==> config.mk <==
export PLATFORM = sky130hd
export DESIGN_NAME = axi4lite_csr_bridge
export DESIGN_NICKNAME = d
export VERILOG_FILES = /design/src/rtl/axi4lite_csr_bridge.sv
export SDC_FILE = /design/constraint.sdc
export NUM_CORES = 1
export LEC_CHECK = 0
export ABC_AREA = 1
export CAP_MARGIN = 20
export CORE_ASPECT_RATIO = 2
export CORE_MARGIN = 5
export CORE_UTILIZATION = 50
export DETAILED_ROUTE_END_ITERATION = 12
export GPL_ROUTABILITY_DRIVEN = 1
export HOLD_SLACK_MARGIN = 0.02
export PLACE_DENSITY = 0.86
export REMOVE_ABC_BUFFERS = 1
export SLEW_MARGIN = 10
export SYNTH_ARGS = -nofsm -noshare
export SYNTH_HDL_FRONTEND = slang
export SYNTH_SLANG_ARGS = --single-unit
==> constraint.sdc <==
create_clock -name clk -period 3.1 [get_ports clk]
set_input_delay 0.31 -clock clk [delete_from_list [all_inputs] [get_ports clk]]
set_output_delay 0.31 -clock clk [all_outputs]
set_load 0.03 [all_outputs]
==> src/rtl/axi4lite_csr_bridge.sv <==
// rtl/axi4lite_csr_bridge.sv - AXI4-Lite slave front-end issuing single-beat CSR request/ack transfers
//
// Purpose: captures AXI4-Lite AW, W and AR beats into one-entry slots and
// arbitrates round-robin between complete writes and reads. It decodes the
// address window, runs one CSR request at a time, and returns B/R responses.
// Out-of-window accesses never reach the CSR bus and complete with SLVERR.
//
// Ports:
//   clk, rst              single rising-edge clock, synchronous active-high reset
//   s_axi_aw*             write address channel (awprot ignored)
//   s_axi_w*              write data channel
//   s_axi_b*              write response channel
//   s_axi_ar*             read address channel (arprot ignored)
//   s_axi_r*              read data channel
//   csr_req/wr/addr/      CSR request; held stable until csr_ack
//   wdata/wstrb
//   csr_ack/rdata/err     CSR completion; rdata/err valid with csr_ack
//
// Build option: define AXI4LITE_CSR_TIMEOUT_EN to abandon a CSR request that
// has not been acknowledged within TIMEOUT_CYCLES cycles (SLVERR, rdata 0).

module axi4lite_csr_bridge #(
  parameter int                    DATA_WIDTH     = 32,
  parameter int                    ADDR_WIDTH     = 32,
  parameter int                    CSR_ADDR_WIDTH = 32,
  parameter logic [ADDR_WIDTH-1:0] BASE_ADDR      = 32'h4000_0000,
  parameter int                    WINDOW_BYTES   = 4096,
  parameter int                    TIMEOUT_CYCLES = 16
) (
  input  logic                      clk,
  input  logic                      rst,
  input  logic [ADDR_WIDTH-1:0]     s_axi_awaddr,
  input  logic [2:0]                s_axi_awprot,
  input  logic                      s_axi_awvalid,
  output logic                      s_axi_awready,
  input  logic [DATA_WIDTH-1:0]     s_axi_wdata,
  input  logic [DATA_WIDTH/8-1:0]   s_axi_wstrb,
  input  logic                      s_axi_wvalid,
  output logic                      s_axi_wready,
  output logic [1:0]                s_axi_bresp,
  output logic                      s_axi_bvalid,
  input  logic                      s_axi_bready,
  input  logic [ADDR_WIDTH-1:0]     s_axi_araddr,
  input  logic [2:0]                s_axi_arprot,
  input  logic                      s_axi_arvalid,
  output logic                      s_axi_arready,
  output logic [DATA_WIDTH-1:0]     s_axi_rdata,
  output logic [1:0]                s_axi_rresp,
  output logic                      s_axi_rvalid,
  input  logic                      s_axi_rready,
  output logic                      csr_req,
  output logic                      csr_wr,
  output logic [CSR_ADDR_WIDTH-1:0] csr_addr,
  output logic [DATA_WIDTH-1:0]     csr_wdata,
  output logic [DATA_WIDTH/8-1:0]   csr_wstrb,
  input  logic                      csr_ack,
  input  logic [DATA_WIDTH-1:0]     csr_rdata,
  input  logic                      csr_err
);

  localparam int STRB = DATA_WIDTH / 8;
  localparam logic [ADDR_WIDTH:0]       WIN_LIMIT = (ADDR_WIDTH + 1)'(WINDOW_BYTES);
  localparam logic [CSR_ADDR_WIDTH-1:0] WORD_MASK = ~CSR_ADDR_WIDTH'(STRB - 1);
  localparam logic [1:0] RESP_OKAY   = 2'b00;
  localparam logic [1:0] RESP_SLVERR = 2'b10;

  if (!(DATA_WIDTH == 32 || DATA_WIDTH == 64)) begin : g_bad_data_width
    $error("DATA_WIDTH must be 32 or 64");
  end
  if (CSR_ADDR_WIDTH > ADDR_WIDTH) begin : g_bad_csr_addr_width
    $error("CSR_ADDR_WIDTH must not exceed ADDR_WIDTH");
  end
  if (WINDOW_BYTES < 1 || (WINDOW_BYTES & (WINDOW_BYTES - 1)) != 0) begin : g_bad_window
    $error("WINDOW_BYTES must be a power of two");
  end
  if (TIMEOUT_CYCLES < 1) begin : g_bad_timeout
    $error("TIMEOUT_CYCLES must be at least 1");
  end

  typedef enum logic [2:0] {S_IDLE, S_CSR_WR, S_CSR_RD, S_WR_RESP, S_RD_RESP} state_t;
  state_t state_q, state_d;

  // live_q keeps every ready low while in reset and for the reset edge itself
  logic                      live_q;
  logic                      aw_full_q, w_full_q, ar_full_q;
  logic [ADDR_WIDTH-1:0]     aw_addr_q, ar_addr_q;
  logic [DATA_WIDTH-1:0]     w_data_q;
  logic [STRB-1:0]           w_strb_q;
  logic                      last_wr_q;
  logic                      hit_q;
  logic                      csr_wr_q;
  logic [CSR_ADDR_WIDTH-1:0] csr_addr_q;
  logic [DATA_WIDTH-1:0]     csr_wdata_q;
  logic [STRB-1:0]           csr_wstrb_q;
  logic [1:0]                resp_q;
  logic [DATA_WIDTH-1:0]     rdata_q;

  logic                  aw_hs_c, w_hs_c, ar_hs_c;
  logic                  wr_elig_c, rd_elig_c, grant_wr_c, grant_rd_c;
  logic [ADDR_WIDTH-1:0] req_addr_c, offset_c;
  logic                  in_win_c;
  logic                  in_csr_c, csr_done_c, tmo_c, req_c;
  logic                  unused_c;

  assign unused_c = ^{s_axi_awprot, s_axi_arprot};

  assign s_axi_awready = live_q && !aw_full_q;
  assign s_axi_wready  = live_q && !w_full_q;
  assign s_axi_arready = live_q && !ar_full_q;
  assign aw_hs_c = s_axi_awvalid && s_axi_awready;
  assign w_hs_c  = s_axi_wvalid  && s_axi_wready;
  assign ar_hs_c = s_axi_arvalid && s_axi_arready;

  // Round-robin: on a tie the side not granted last time wins (reset = write first)
  assign wr_elig_c  = aw_full_q && w_full_q;
  assign rd_elig_c  = ar_full_q;
  assign grant_wr_c = (state_q == S_IDLE) && wr_elig_c && (!rd_elig_c || !last_wr_q);
  assign grant_rd_c = (state_q == S_IDLE) && rd_elig_c && !grant_wr_c;

  // Decode via the offset so BASE_ADDR+WINDOW_BYTES never has to be formed
  assign req_addr_c = grant_wr_c ? aw_addr_q : ar_addr_q;
  assign offset_c   = req_addr_c - BASE_ADDR;
  assign in_win_c   = (req_addr_c >= BASE_ADDR) && ({1'b0, offset_c} < WIN_LIMIT);

  // A miss still passes through CSR_WR/CSR_RD for one cycle with csr_req low,
  // which keeps miss and best-case hit responses on the same edge
  assign in_csr_c   = (state_q == S_CSR_WR) || (state_q == S_CSR_RD);
  assign csr_done_c = in_csr_c && (!hit_q || csr_ack || tmo_c);

`ifdef AXI4LITE_CSR_TIMEOUT_EN
  localparam int TW = $clog2(TIMEOUT_CYCLES + 1);
  logic [TW-1:0] tmo_cnt_q;

  always_ff @(posedge clk) begin
    if (rst || !req_c) tmo_cnt_q <= '0;
    else               tmo_cnt_q <= tmo_cnt_q + TW'(1);
  end

  // Fires in the TIMEOUT_CYCLES-th request cycle if no ack has come
  assign tmo_c = req_c && !csr_ack && (tmo_cnt_q == TW'(TIMEOUT_CYCLES - 1));
`else
  assign tmo_c = 1'b0;
`endif

  // FSM: state register
  always_ff @(posedge clk) begin
    if (rst) state_q <= S_IDLE;
    else     state_q <= state_d;
  end

  // FSM: next state
  always_comb begin
    state_d = state_q;
    case (state_q)
      S_IDLE: begin
        if (grant_wr_c)      state_d = S_CSR_WR;
        else if (grant_rd_c) state_d = S_CSR_RD;
      end
      S_CSR_WR:  if (csr_done_c)   state_d = S_WR_RESP;
      S_CSR_RD:  if (csr_done_c)   state_d = S_RD_RESP;
      S_WR_RESP: if (s_axi_bready) state_d = S_IDLE;
      S_RD_RESP: if (s_axi_rready) state_d = S_IDLE;
      default:                     state_d = S_IDLE;
    endcase
  end

  // FSM: outputs
  always_comb begin
    req_c        = 1'b0;
    s_axi_bvalid = 1'b0;
    s_axi_rvalid = 1'b0;
    case (state_q)
      S_CSR_WR, S_CSR_RD: req_c        = hit_q;
      S_WR_RESP:          s_axi_bvalid = 1'b1;
      S_RD_RESP:          s_axi_rvalid = 1'b1;
      default: ;
    endcase
  end

  assign csr_req     = req_c;
  assign csr_wr      = csr_wr_q;
  assign csr_addr    = csr_addr_q;
  assign csr_wdata   = csr_wdata_q;
  assign csr_wstrb   = csr_wstrb_q;
  assign s_axi_bresp = resp_q;
  assign s_axi_rresp = resp_q;
  assign s_axi_rdata = rdata_q;

  // Capture slots, request registers and response payload
  always_ff @(posedge clk) begin
    if (rst) begin
      live_q      <= 1'b0;
      aw_full_q   <= 1'b0;
      w_full_q    <= 1'b0;
      ar_full_q   <= 1'b0;
      aw_addr_q   <= '0;
      ar_addr_q   <= '0;
      w_data_q    <= '0;
      w_strb_q    <= '0;
      last_wr_q   <= 1'b0;
      hit_q       <= 1'b0;
      csr_wr_q    <= 1'b0;
      csr_addr_q  <= '0;
      csr_wdata_q <= '0;
      csr_wstrb_q <= '0;
      resp_q      <= RESP_OKAY;
      rdata_q     <= '0;
    end else begin
      live_q <= 1'b1;
      if (aw_hs_c) begin
        aw_full_q <= 1'b1;
        aw_addr_q <= s_axi_awaddr;
      end
      if (w_hs_c) begin
        w_full_q <= 1'b1;
        w_data_q <= s_axi_wdata;
        w_strb_q <= s_axi_wstrb;
      end
      if (ar_hs_c) begin
        ar_full_q <= 1'b1;
        ar_addr_q <= s_axi_araddr;
      end
      // Slots free as the transaction moves to its response state
      if (csr_done_c && state_q == S_CSR_WR) begin
        aw_full_q <= 1'b0;
        w_full_q  <= 1'b0;
      end
      if (csr_done_c && state_q == S_CSR_RD) begin
        ar_full_q <= 1'b0;
      end
      if (grant_wr_c || grant_rd_c) begin
        last_wr_q   <= grant_wr_c;
        hit_q       <= in_win_c;
        csr_wr_q    <= grant_wr_c;
        csr_addr_q  <= in_win_c ? (offset_c[CSR_ADDR_WIDTH-1:0] & WORD_MASK) : '0;
        csr_wdata_q <= grant_wr_c ? w_data_q : '0;
        csr_wstrb_q <= grant_wr_c ? w_strb_q : '0;
      end
      if (csr_done_c) begin
        resp_q  <= (hit_q && csr_ack && !csr_err) ? RESP_OKAY : RESP_SLVERR;
        rdata_q <= (hit_q && csr_ack && !csr_wr_q) ? csr_rdata : '0;
      end
    end
  end

endmodule

==> summary.md, run 1 <==
| Metric | Value |
|---|---|
| Post-synth EDFFs | 0 |
| CTS Sinks | 208 |
| Asr flop ratio synth | 0% |
| Rel. slew slack | 49.9% |
| Final Hold Violating Endpoints | 0 |
| HP Class | input pin to flip-flop |
| WP data arrival | 2950 ps |
| Clk pwr share | 37.7% |
| TritonRoute pass-1 iters | 4 |
| Post-synth top area share | 51.6% |
| Synth cell count leaders | nand2_1, dfxtp_1, a21oi_1 |
| # H-tree levels | 1 |
| CP required | 3510 ps |
| Syn_area_per_cell | 7.62 um2 |
| Post-cts resize count | 0 |
| Largest family of logic cells by synthesized area | simple AND/OR/NAND/NOR gates |
| DR vias | 7770 |
| Clock latency on the worst-skew pair | 480 ps |
| Achievable frequency | 394 MHz |
| Power per cell area | 567 mW/mm2 |
| Top-count cell post-synth | nand2_1 |
| CP dominant cell by count | nand3_1 |
| Synth Area in Adders | 0.310% |
| GRT Total Usage | 24.0% |
| Internal power | 4.56 mW |
| Critical-path top delay cell | buf_4 |
| Top FF cell, synth | dfxtp_1 |
| Maxcap violations | 0 |
| Vias per cell | 5.26 |
| Hold slack | 196 ps |
| Post-synthesis mux area share | 0% |
| Critical-path cell list | nand2_2, nor2_4, buf_4, nand3_1, nand2_1, nand2_1, nor2_1, nand3_1, nor2_4, nand3_1, a21oi_1 |
| Post-Syn Instances | 1059 |
| Area leader, netlist | dfxtp_1 |
| Setup Crit Path Kind | flip-flop to flip-flop |
| Tightest Pin Transition | 751 ps |
| Die Width | 99.8 um |
| Min Tclk post-route | 2540 ps |
| Largest net degree at the start of global routing | 72 |
| Status | finished clean |
| Synthesis-stage register bit count | 208 |
| Hpwl dp | 16200 um |
| Post-DRT Antenna Nets | 0 |
| Peak VDD IR | 0.706 mV |
| IO Port Bufs | 247 |
| Placed cell areas | 0.0106 mm2 |
| DR iter-0 viols | 338 |
| Area grow syn2layout | 39.0% |
| Synth unique cells | 26 |
| CTS Hold Bufs | 0 |
| Unrepaired setup endpoints after global routing | no |
| Simple-gate share of the synthesized area | 23.9% |
| Skew final | 12.9 ps |
| Final WL | 23800 um |
| Number of remaining DRC errors | 0 |
| FILL cells | 1274 |
| Clock slew at reported path FFs | 70 ps |
| Initial Utilization | 50.9% |
| CP startpoint | w_full_q |
| Die Ht | 190 um |
| Post-route insts no fill | 1478 |
| Hold path startpoint | rst |
| Register area share after synthesis | 51.6% |
| Slowest stage delay, CP | 550 ps |
| Multi-input gate area | 0.00328 mm2 |
| CTS tree | built |
| Register Area | 0.00416 mm2 |
| Routed length per placed instance | 16.1 um |
| Startpoint types | flip-flop |
| Clk root buf | clkbuf_16 |
| Share of cells above drive strength 1 | 6.44% |
| Final net count | 1411 |
| CTS Buffer Depth | 3 |
| FP Rows | 65 |
| Complex-gate fraction of the synthesized area | 16.0% |
| Final setup violation count | 0 |
| Reg2reg start | w_full_q |
| TritonCTS Buffers | 19 |
| CP Capture Type | flip-flop |
| Cell area after layout | 0.0112 mm2 |
| Post-CTS Setup Inserts | 0 |
| Core Region | 0.0159 mm2 |
| Yosys warns | 0 |
| Post-Synth XOR/XNOR Area | 0% |
| Total I/O pin count | 258 |
| Placed insts | 1442 |
| Synth top area cells | dfxtp_1, a21oi_1, nand2_1 |
| Sw Ratio | 28.2% |
| Vias in the first global route | 7586 |
| Fin. max-slew vios | 0 |
| Mapped Area | 0.00807 mm2 |
| Global-route wire length before repair | 37100 um |
| Grt ovf | 0 |
| Lkg Pwr | 4.13 nW |
| Gpl congestion | 0.860 |
| Combinational share of power | 17.9% |
| Sequential share of power | 44.4% |
| Critical-path maximum fanout | 57 |
| Net Switching | 1.80 mW |
| Initial antenna violation count | 3 |
| Die area | 0.0189 mm2 |
| Final worst path period share | 81.9% |
layer usage:
| metal | global-route usage, % | part of all wire [%] | wire, um |
|---|---|---|---|
| met5 | 0 | 0 | 0 |
| met4 | 12.9 | 5.2 | 1240 |
| met3 | 3.93 | 6.2 | 1470 |
| met2 | 44.6 | 54 | 12800 |
| met1 | 25.1 | 35 | 8320 |
metrics by stage:
| stage | setup slack (ps) | utilization (%) | setup TNS, ps | total power [mW] |
|---|---|---|---|---|
| 3_3_place_gp | 657 | 66.6 | 0 | 4.01 |
| 4_1_cts | 564 | 70.7 | 0 | 6.41 |
| 3_5_place_dp | 580 | 66.6 | 0 | 4.03 |
| 6_report | 561 | 70.7 | 0 | 6.36 |
| 2_1_floorplan | -221 | - | -7970 | 3.49 |
| 5_1_grt | 348 | 70.7 | 0 | 6.64 |
layout by cell type (no fill, tap or decap), types with 3 or more instances in the layout:
cell type | synthesis | layout
dfxtp_1 | 208 | 208
nor2_1 | 39 | 36
nand2_1 | 231 | 229
nor2_2 | 0 | 3
diode_2 | 0 | 3
clkbuf_16 | 0 | 19
nand3_1 | 146 | 146
inv_2 | 3 | 3
a21oi_2 | 7 | 7
o21ai_0 | 54 | 54
o21ai_1 | 9 | 9
clkbuf_8 | 0 | 4
inv_1 | 70 | 70
buf_4 | 7 | 18
nor3_1 | 3 | 3
a21oi_1 | 182 | 182
clkinvlp_4 | 0 | 5
nand2_2 | 3 | 5
conb_1 | 1 | 4
clkdlybuf4s50_1 | 0 | 246
nand3_2 | 9 | 9
logic make-up after synthesis:
family / Yosys count
AO/OA/AOI/OAI: 253
adder cells (fa/ha/maj): 2
buffers and inverters: 159
flip-flops: 208
other: 1
AND/OR/NAND/NOR: 436
worst max-delay path: cells and delay by family (launching register included):
| family | cells | cell delay, ps |
|---|---|---|
| flip-flops | 1 | 390 |
| buffers and inverters | 1 | 550 |
| AO/OA/AOI/OAI | 1 | 140 |
| AND/OR/NAND/NOR | 9 | 1360 |
path summary, 6_finish.rpt:
path	slack, ps	cells past startpoint	endpoint
min reg2reg	440	2	csr_addr[15]
max reg2reg	560	11	csr_addr[31]
max	560	11	csr_addr[31]
min	200	2	csr_addr[16]
layout make-up:
cell class | count | area share [%]
sequential | 208 | 37.1
timing repair buffer | 264 | 23.2
tap | 201 | 2.24
antenna | 3 | 0.0669
clock inverter | 9 | 0.959
inverter | 74 | 2.48
clock buffer | 24 | 4.76
multi-input combinational | 695 | 29.2
power by group through the flow:
stage | combinational, mW | sequential [mW] | clock, mW
floorplan | 0.589 | 2.90 | 0
global placement | 1.13 | 2.88 | 0
detailed placement | 1.14 | 2.89 | 0
CTS | 1.14 | 2.83 | 2.44
global route | 1.25 | 2.83 | 2.56
finish | 1.14 | 2.83 | 2.40
registers in the layout (all words and copies together), names as in the netlist, 3 cells and up:
name         count
csr_wdata       32
w_strb_q         4
csr_wstrb        4
ar_addr_q       32
w_data_q        32
state_q          3
aw_addr_q       32
s_axi_rdata     32
csr_addr        30
Power figures use the tool's default switching activity.
==> run 2, diff against run 1 <==
CORE_UTILIZATION = 46   (was 50)
PLACE_DENSITY = 0.8   (was 0.86)
clock period = 2.4 ns   (was 3.1 ns; I/O delays follow)
==> summary.md, run 2 (synthesized netlist as in run 1, its figures left out) <==
| Metric | Value |
|---|---|
| Final worst path period share | 96.8% |
| Critical-path cell list | inv_1, nor3_1, clkdlybuf4s50_1 |
| DR iter-0 viols | 279 (-17%) |
| Peak VDD IR | 0.661 mV (-6.4%) |
| Final net count | 1429 (+1.3%) |
| CP Capture Type | primary output |
| Hpwl dp | 16800 um (+4.1%) |
| Commonest non-fill, non-tap cell in the layout | clkdlybuf4s50_1 |
| Clk root buf | clkbuf_16 |
| CTS Sinks | 208 (unchanged) |
| Total I/O pin count | 258 (unchanged) |
| Cell area after layout | 0.0114 mm2 (+1.4%) |
| CP required | 2160 ps (-1350 ps) |
| Placed cell areas | 0.0107 mm2 (+1.4%) |
| Worst Path Buf+Inv | 2 (+1) |
| Achievable frequency | 431 MHz |
| Final Power | 8.25 mW (+30%) |
| Area grow syn2layout | 41.0% |
| WP data arrival | 2080 ps (-870 ps) |
| Largest net degree at the start of global routing | 153 (+110%) |
| Hold path startpoint | rst |
| Antenna diodes | 0 (-3) |
| Global-route wire length before repair | 37600 um (+1.3%) |
| GRT Total Usage | 22.0% (-2.1 points) |
| CTS tree | built |
| Rel. slew slack | 49.1% (-0.83 points) |
| Routed length per placed instance | 15.9 um (-1.1%) |
| Status | finished clean |
| HP Class | input pin to flip-flop |
| Core Region | 0.0173 mm2 (+8.9%) |
| FILL cells | 1419 (+11%) |
| Unrepaired setup endpoints after global routing | no |
| TritonRoute pass-1 iters | 4 (unchanged) |
| Final setup violation count | 0 (unchanged) |
| CTS Hold Bufs | 0 (unchanged) |
| Vias per cell | 5.23 (-0.48%) |
| # H-tree levels | 1 (unchanged) |
| CP delay by family, top | buffers and inverters |
| TritonCTS Buffers | 19 (unchanged) |
| Die Ht | 197 um (+4.0%) |
| Lkg Pwr | 4.23 nW (+2.5%) |
| Worst Setup Slack, final | 77.1 ps (-484 ps) |
| Critical-path top delay cell | clkdlybuf4s50_1 |
| Critical-path maximum fanout | 5 (-91%) |
| Initial Utilization | 46.7% (-4.2 points) |
| Final WL | 23900 um (+0.39%) |
| Setup WS pre-CTS | 12.2 ps (-568 ps) |
| Hold slack | 201 ps (+5.03 ps) |
| FP Rows | 68 (+4.6%) |
| Die area | 0.0205 mm2 (+8.0%) |
| Startpoint types | flip-flop |
| Maxcap violations | 0 (unchanged) |
| Most frequent cells in the layout | clkdlybuf4s50_1, nand2_1, dfxtp_1 |
| Tightest Pin Transition | 764 ps (+12.5 ps) |
| Fin. max-slew vios | 0 (unchanged) |
| Slowest stage delay, CP | 750 ps (+200 ps) |
| Reg2reg start | w_full_q |
| Setup TNS | 0 ps (unchanged) |
| Initial antenna violation count | 0 (-3) |
| Setup Crit Path Kind | flip-flop to primary output |
| Clock latency on the worst-skew pair | 480 ps (about the same) |
| Final Hold Violating Endpoints | 0 (unchanged) |
| Share of cells above drive strength 1 | 7.60% (+1.2 points) |
| Number of remaining DRC errors | 0 (unchanged) |
| Min Tclk post-route | 2320 ps |
| IO Port Bufs | 247 (unchanged) |
| Power per cell area | 726 mW/mm2 (+28%) |
| Vias in the first global route | 7569 (-0.22%) |
| Gpl congestion | 0.839 (-2.4%) |
| CP startpoint | state_q[0] |
| DR vias | 7848 (+1.0%) |
| Clock slew at reported path FFs | 70 ps (about the same) |
| CTS Buffer Depth | 3 (unchanged) |
| Post-DRT Antenna Nets | 0 (unchanged) |
| Grt ovf | 0 (unchanged) |
| Skew final | 6.69 ps (-6.18 ps) |
| Die Width | 104 um (+3.8%) |
run 2: changes by cell type in the layout (fill, tap and decap cells not counted), moves of 2 or more:
| cell | delta |
|---|---|
| o21ai_0 | -2 |
| buf_12 | +2 |
| buf_4 | +15 |
| clkbuf_1 | +2 |
| clkinvlp_4 | -5 |
| diode_2 | -3 |
run 2: worst paths after layout:
kind	cells past startpoint	to	slack, ps
min	3	live_q	200
max reg2reg	11	csr_addr[3]	180
max	3	s_axi_bvalid	80
min reg2reg	2	csr_addr[12]	440
run 2: per-stage QoR:
| stage | util (%) | std cells |
|---|---|---|
| 5_1_grt | 65.9 | 1500 |
| 2_1_floorplan | - | 977 |
| 4_1_cts | 65.8 | 1500 |
| 3_3_place_gp | 62.0 | 1465 |
| 6_report | 65.9 | 1500 |
| 3_5_place_dp | 62.0 | 1465 |
run 2: repair_timing:
| item | CTS | global route |
|---|---|---|
| setup buffers | 4 | 0 |
| setup endpoints to repair | 2 | 13 |
| pin swaps | 1 | 0 |
| resized for setup | 0 | 5 |
run 2: worst register-to-register path: stages (launching register included):
cell and delay [ps]:
dfxtp_1 380, nand2_2 90, nor2_4 190, buf_4 310, nand3_1 120, nand2_1 120, nand2_1 70, nor2_1 140
nand3_1 110, nand2_2 300, nand3_1 140, a21oi_1 160
run 2: layout make-up:
cell class,count,area (um2),share of cell area (%)
clock inverters,5,78.8,0.693
repair buffers,282,2760,24.3
well taps,210,263,2.31
inverters,74,278,2.44
clock buffers,26,542,4.76
multi-input cells,695,3290,28.9
flip-flops and latches,208,4160,36.6
run 2: power breakdown:
group          internal (mW)  total (mW)  leakage, nW  switching, mW
clock                   1.79        3.05        0.307           1.26
combinational          0.570        1.56         2.23          0.986
sequential              3.59        3.65         1.69         0.0595
total                   5.95        8.25         4.23           2.30
run 2: per-layer routing:
| metal | vias up | wire (um) | track usage, % |
|---|---|---|---|
| li1 | 3904 | - | - |
| met2 | 254 | 12800 | 41.2 |
| met5 | - | 0 | 0 |
| met4 | 0 | 1350 | 12.2 |
| met1 | 3608 | 8450 | 22.8 |
| met3 | 82 | 1310 | 3.73 |
==> run 3, diff against run 2 <==
SETUP_SLACK_MARGIN = 0.02   (was not set)
==> summary.md, run 3 (synthesized netlist as in run 1, its figures left out) <==
| Metric | Value |
|---|---|
| IO Port Bufs | 247 (unchanged) |
| Final setup violation count | 0 (unchanged) |
| Startpoint types | flip-flop |
| Die Ht | 197 um (unchanged) |
| CTS Hold Bufs | 0 (unchanged) |
| Hold path startpoint | rst |
| FP Rows | 68 (unchanged) |
| Critical-path top delay cell | clkdlybuf4s50_1 |
| Initial Utilization | 46.7% (unchanged) |
| Area grow syn2layout | 41.1% (about the same) |
| Clk pwr share | 36.9% (about the same) |
| Placed insts | 1465 (unchanged) |
| Unrepaired setup endpoints after global routing | no |
| Worst Path Buf+Inv | 2 (unchanged) |
| Vias per cell | 5.24 (+0.24%) |
| TritonRoute pass-1 iters | 5 (+1) |
| Net Switching | 2.30 mW (about the same) |
| Worst Setup Slack, final | 102 ps (+24.4 ps) |
| Hold slack | 201 ps (-0.0760 ps) |
| Commonest non-fill, non-tap cell in the layout | clkdlybuf4s50_1 |
| Clock latency on the worst-skew pair | 480 ps (about the same) |
| Achievable frequency | 435 MHz (+1.1%) |
| TritonCTS Buffers | 19 (unchanged) |
| Cell area after layout | 0.0114 mm2 (about the same) |
| Final Util | 65.9% (about the same) |
| Tightest Pin Transition | 789 ps (+25.3 ps) |
| CP delay by family, top | buffers and inverters |
| WP data arrival | 2060 ps (-20 ps) |
| Combinational share of power | 18.9% (about the same) |
| CTS Sinks | 208 (unchanged) |
| Final Hold Violating Endpoints | 0 (unchanged) |
| Most frequent cells in the layout | clkdlybuf4s50_1, nand2_1, dfxtp_1 |
| CP startpoint | live_q |
| Internal power | 5.95 mW (about the same) |
| Clock slew at reported path FFs | 70 ps (about the same) |
| Critical-path maximum fanout | 4 (-1) |
| Lkg Pwr | 4.27 nW (+0.92%) |
| CP Capture Type | primary output |
| Routed length per placed instance | 15.9 um (about the same) |
| Vias in the first global route | 7569 (unchanged) |
| Grt ovf | 0 (unchanged) |
| DR iter-0 viols | 266 (-4.7%) |
| Maxcap violations | 0 (unchanged) |
| Status | finished clean |
| Rel. slew slack | 47.4% (-1.7 points) |
| Placed cell areas | 0.0107 mm2 (unchanged) |
| CTS Buffer Depth | 3 (unchanged) |
| Critical-path cell list | inv_1, nor2_1, clkdlybuf4s50_1 |
| GRT Total Usage | 22.0% (unchanged) |
| Sw Ratio | 27.9% (about the same) |
| Sequential share of power | 44.2% (about the same) |
| CP required | 2160 ps (about the same) |
| Final worst path period share | 95.8% (-1.0 points) |
| Gpl congestion | 0.839 (unchanged) |
| Power per cell area | 725 mW/mm2 (about the same) |
| Clk root buf | clkbuf_16 |
| Fin. max-slew vios | 0 (unchanged) |
| Total I/O pin count | 258 (unchanged) |
| Largest net degree at the start of global routing | 153 (unchanged) |
| Die Width | 104 um (unchanged) |
| Reg2reg start | w_full_q |
| Hpwl dp | 16800 um (unchanged) |
| Skew final | 6.74 ps (+0.0470 ps) |
| Min Tclk post-route | 2300 ps (-24.4 ps) |
| Setup TNS | 0 ps (unchanged) |
| Final Power | 8.26 mW (about the same) |
| Post-route insts no fill | 1500 (unchanged) |
| HP Class | input pin to flip-flop |
| Core Region | 0.0173 mm2 (unchanged) |
| Setup Crit Path Kind | flip-flop to primary output |
| Initial antenna violation count | 0 (unchanged) |
| Final net count | 1429 (unchanged) |
| Antenna diodes | 0 (unchanged) |
| # H-tree levels | 1 (unchanged) |
| Peak VDD IR | 0.660 mV (about the same) |
| Number of remaining DRC errors | 0 (unchanged) |
| Share of cells above drive strength 1 | 7.60% (unchanged) |
| DR vias | 7867 (+0.24%) |
| Final WL | 23900 um (about the same) |
| Global-route wire length before repair | 37600 um (unchanged) |
| Die area | 0.0205 mm2 (unchanged) |
| CTS tree | built |
| Post-DRT Antenna Nets | 0 (unchanged) |
| Slowest stage delay, CP | 780 ps (+30 ps) |
| Setup WS pre-CTS | 12.2 ps (unchanged) |
==> run 3: final timing paths <==
path                   end  slack [ps]  depth (start not counted)
max reg2reg   csr_addr[30]         260                         14
min                 live_q         200                          3
min reg2reg   csr_addr[12]         440                          2
max          s_axi_awready         100                          3
==> run 3: tightest hold or removal path, cell delays in order <==
cell and delay, ps:
buf_4 120, clkinv_1 50, buf_4 200
==> run 3: per-layer routing <==
metal / wire, um / GRT usage (%)
met5: 0 / 0
met4: 1360 / 12.2
met3: 1330 / 3.73
met2: 12800 / 41.2
met1: 8460 / 22.8
==> run 3: power by group through the flow <==
stage / Sequential (mW) / Combinational [mW] / Clock (mW)
after floorplan: 3.75 / 0.761 / 0
after global placement: 3.72 / 1.53 / 0
after detailed placement: 3.73 / 1.54 / 0
after CTS: 3.65 / 1.55 / 3.13
after global routing: 3.66 / 1.71 / 3.25
final: 3.65 / 1.56 / 3.05
==> run 3: final cells by class <==
| type | instances | area, um2 |
|---|---|---|
| Clock buffer | 26 | 542 |
| Clock inverter | 5 | 78.8 |
| Fill cell | 1421 | 5880 |
| Inverter | 74 | 278 |
| Multi-Input combinational cell | 695 | 3300 |
| Sequential cell | 208 | 4160 |
| Tap cell | 210 | 263 |
| Timing Repair Buffer | 282 | 2770 |
==> run 3: repair_timing <==
action	CTS	global route
hold endpoints to repair	0	0
setup endpoints to repair	12	15
pin swaps	1	0
resized for setup	0	8
buffers inserted	4	0
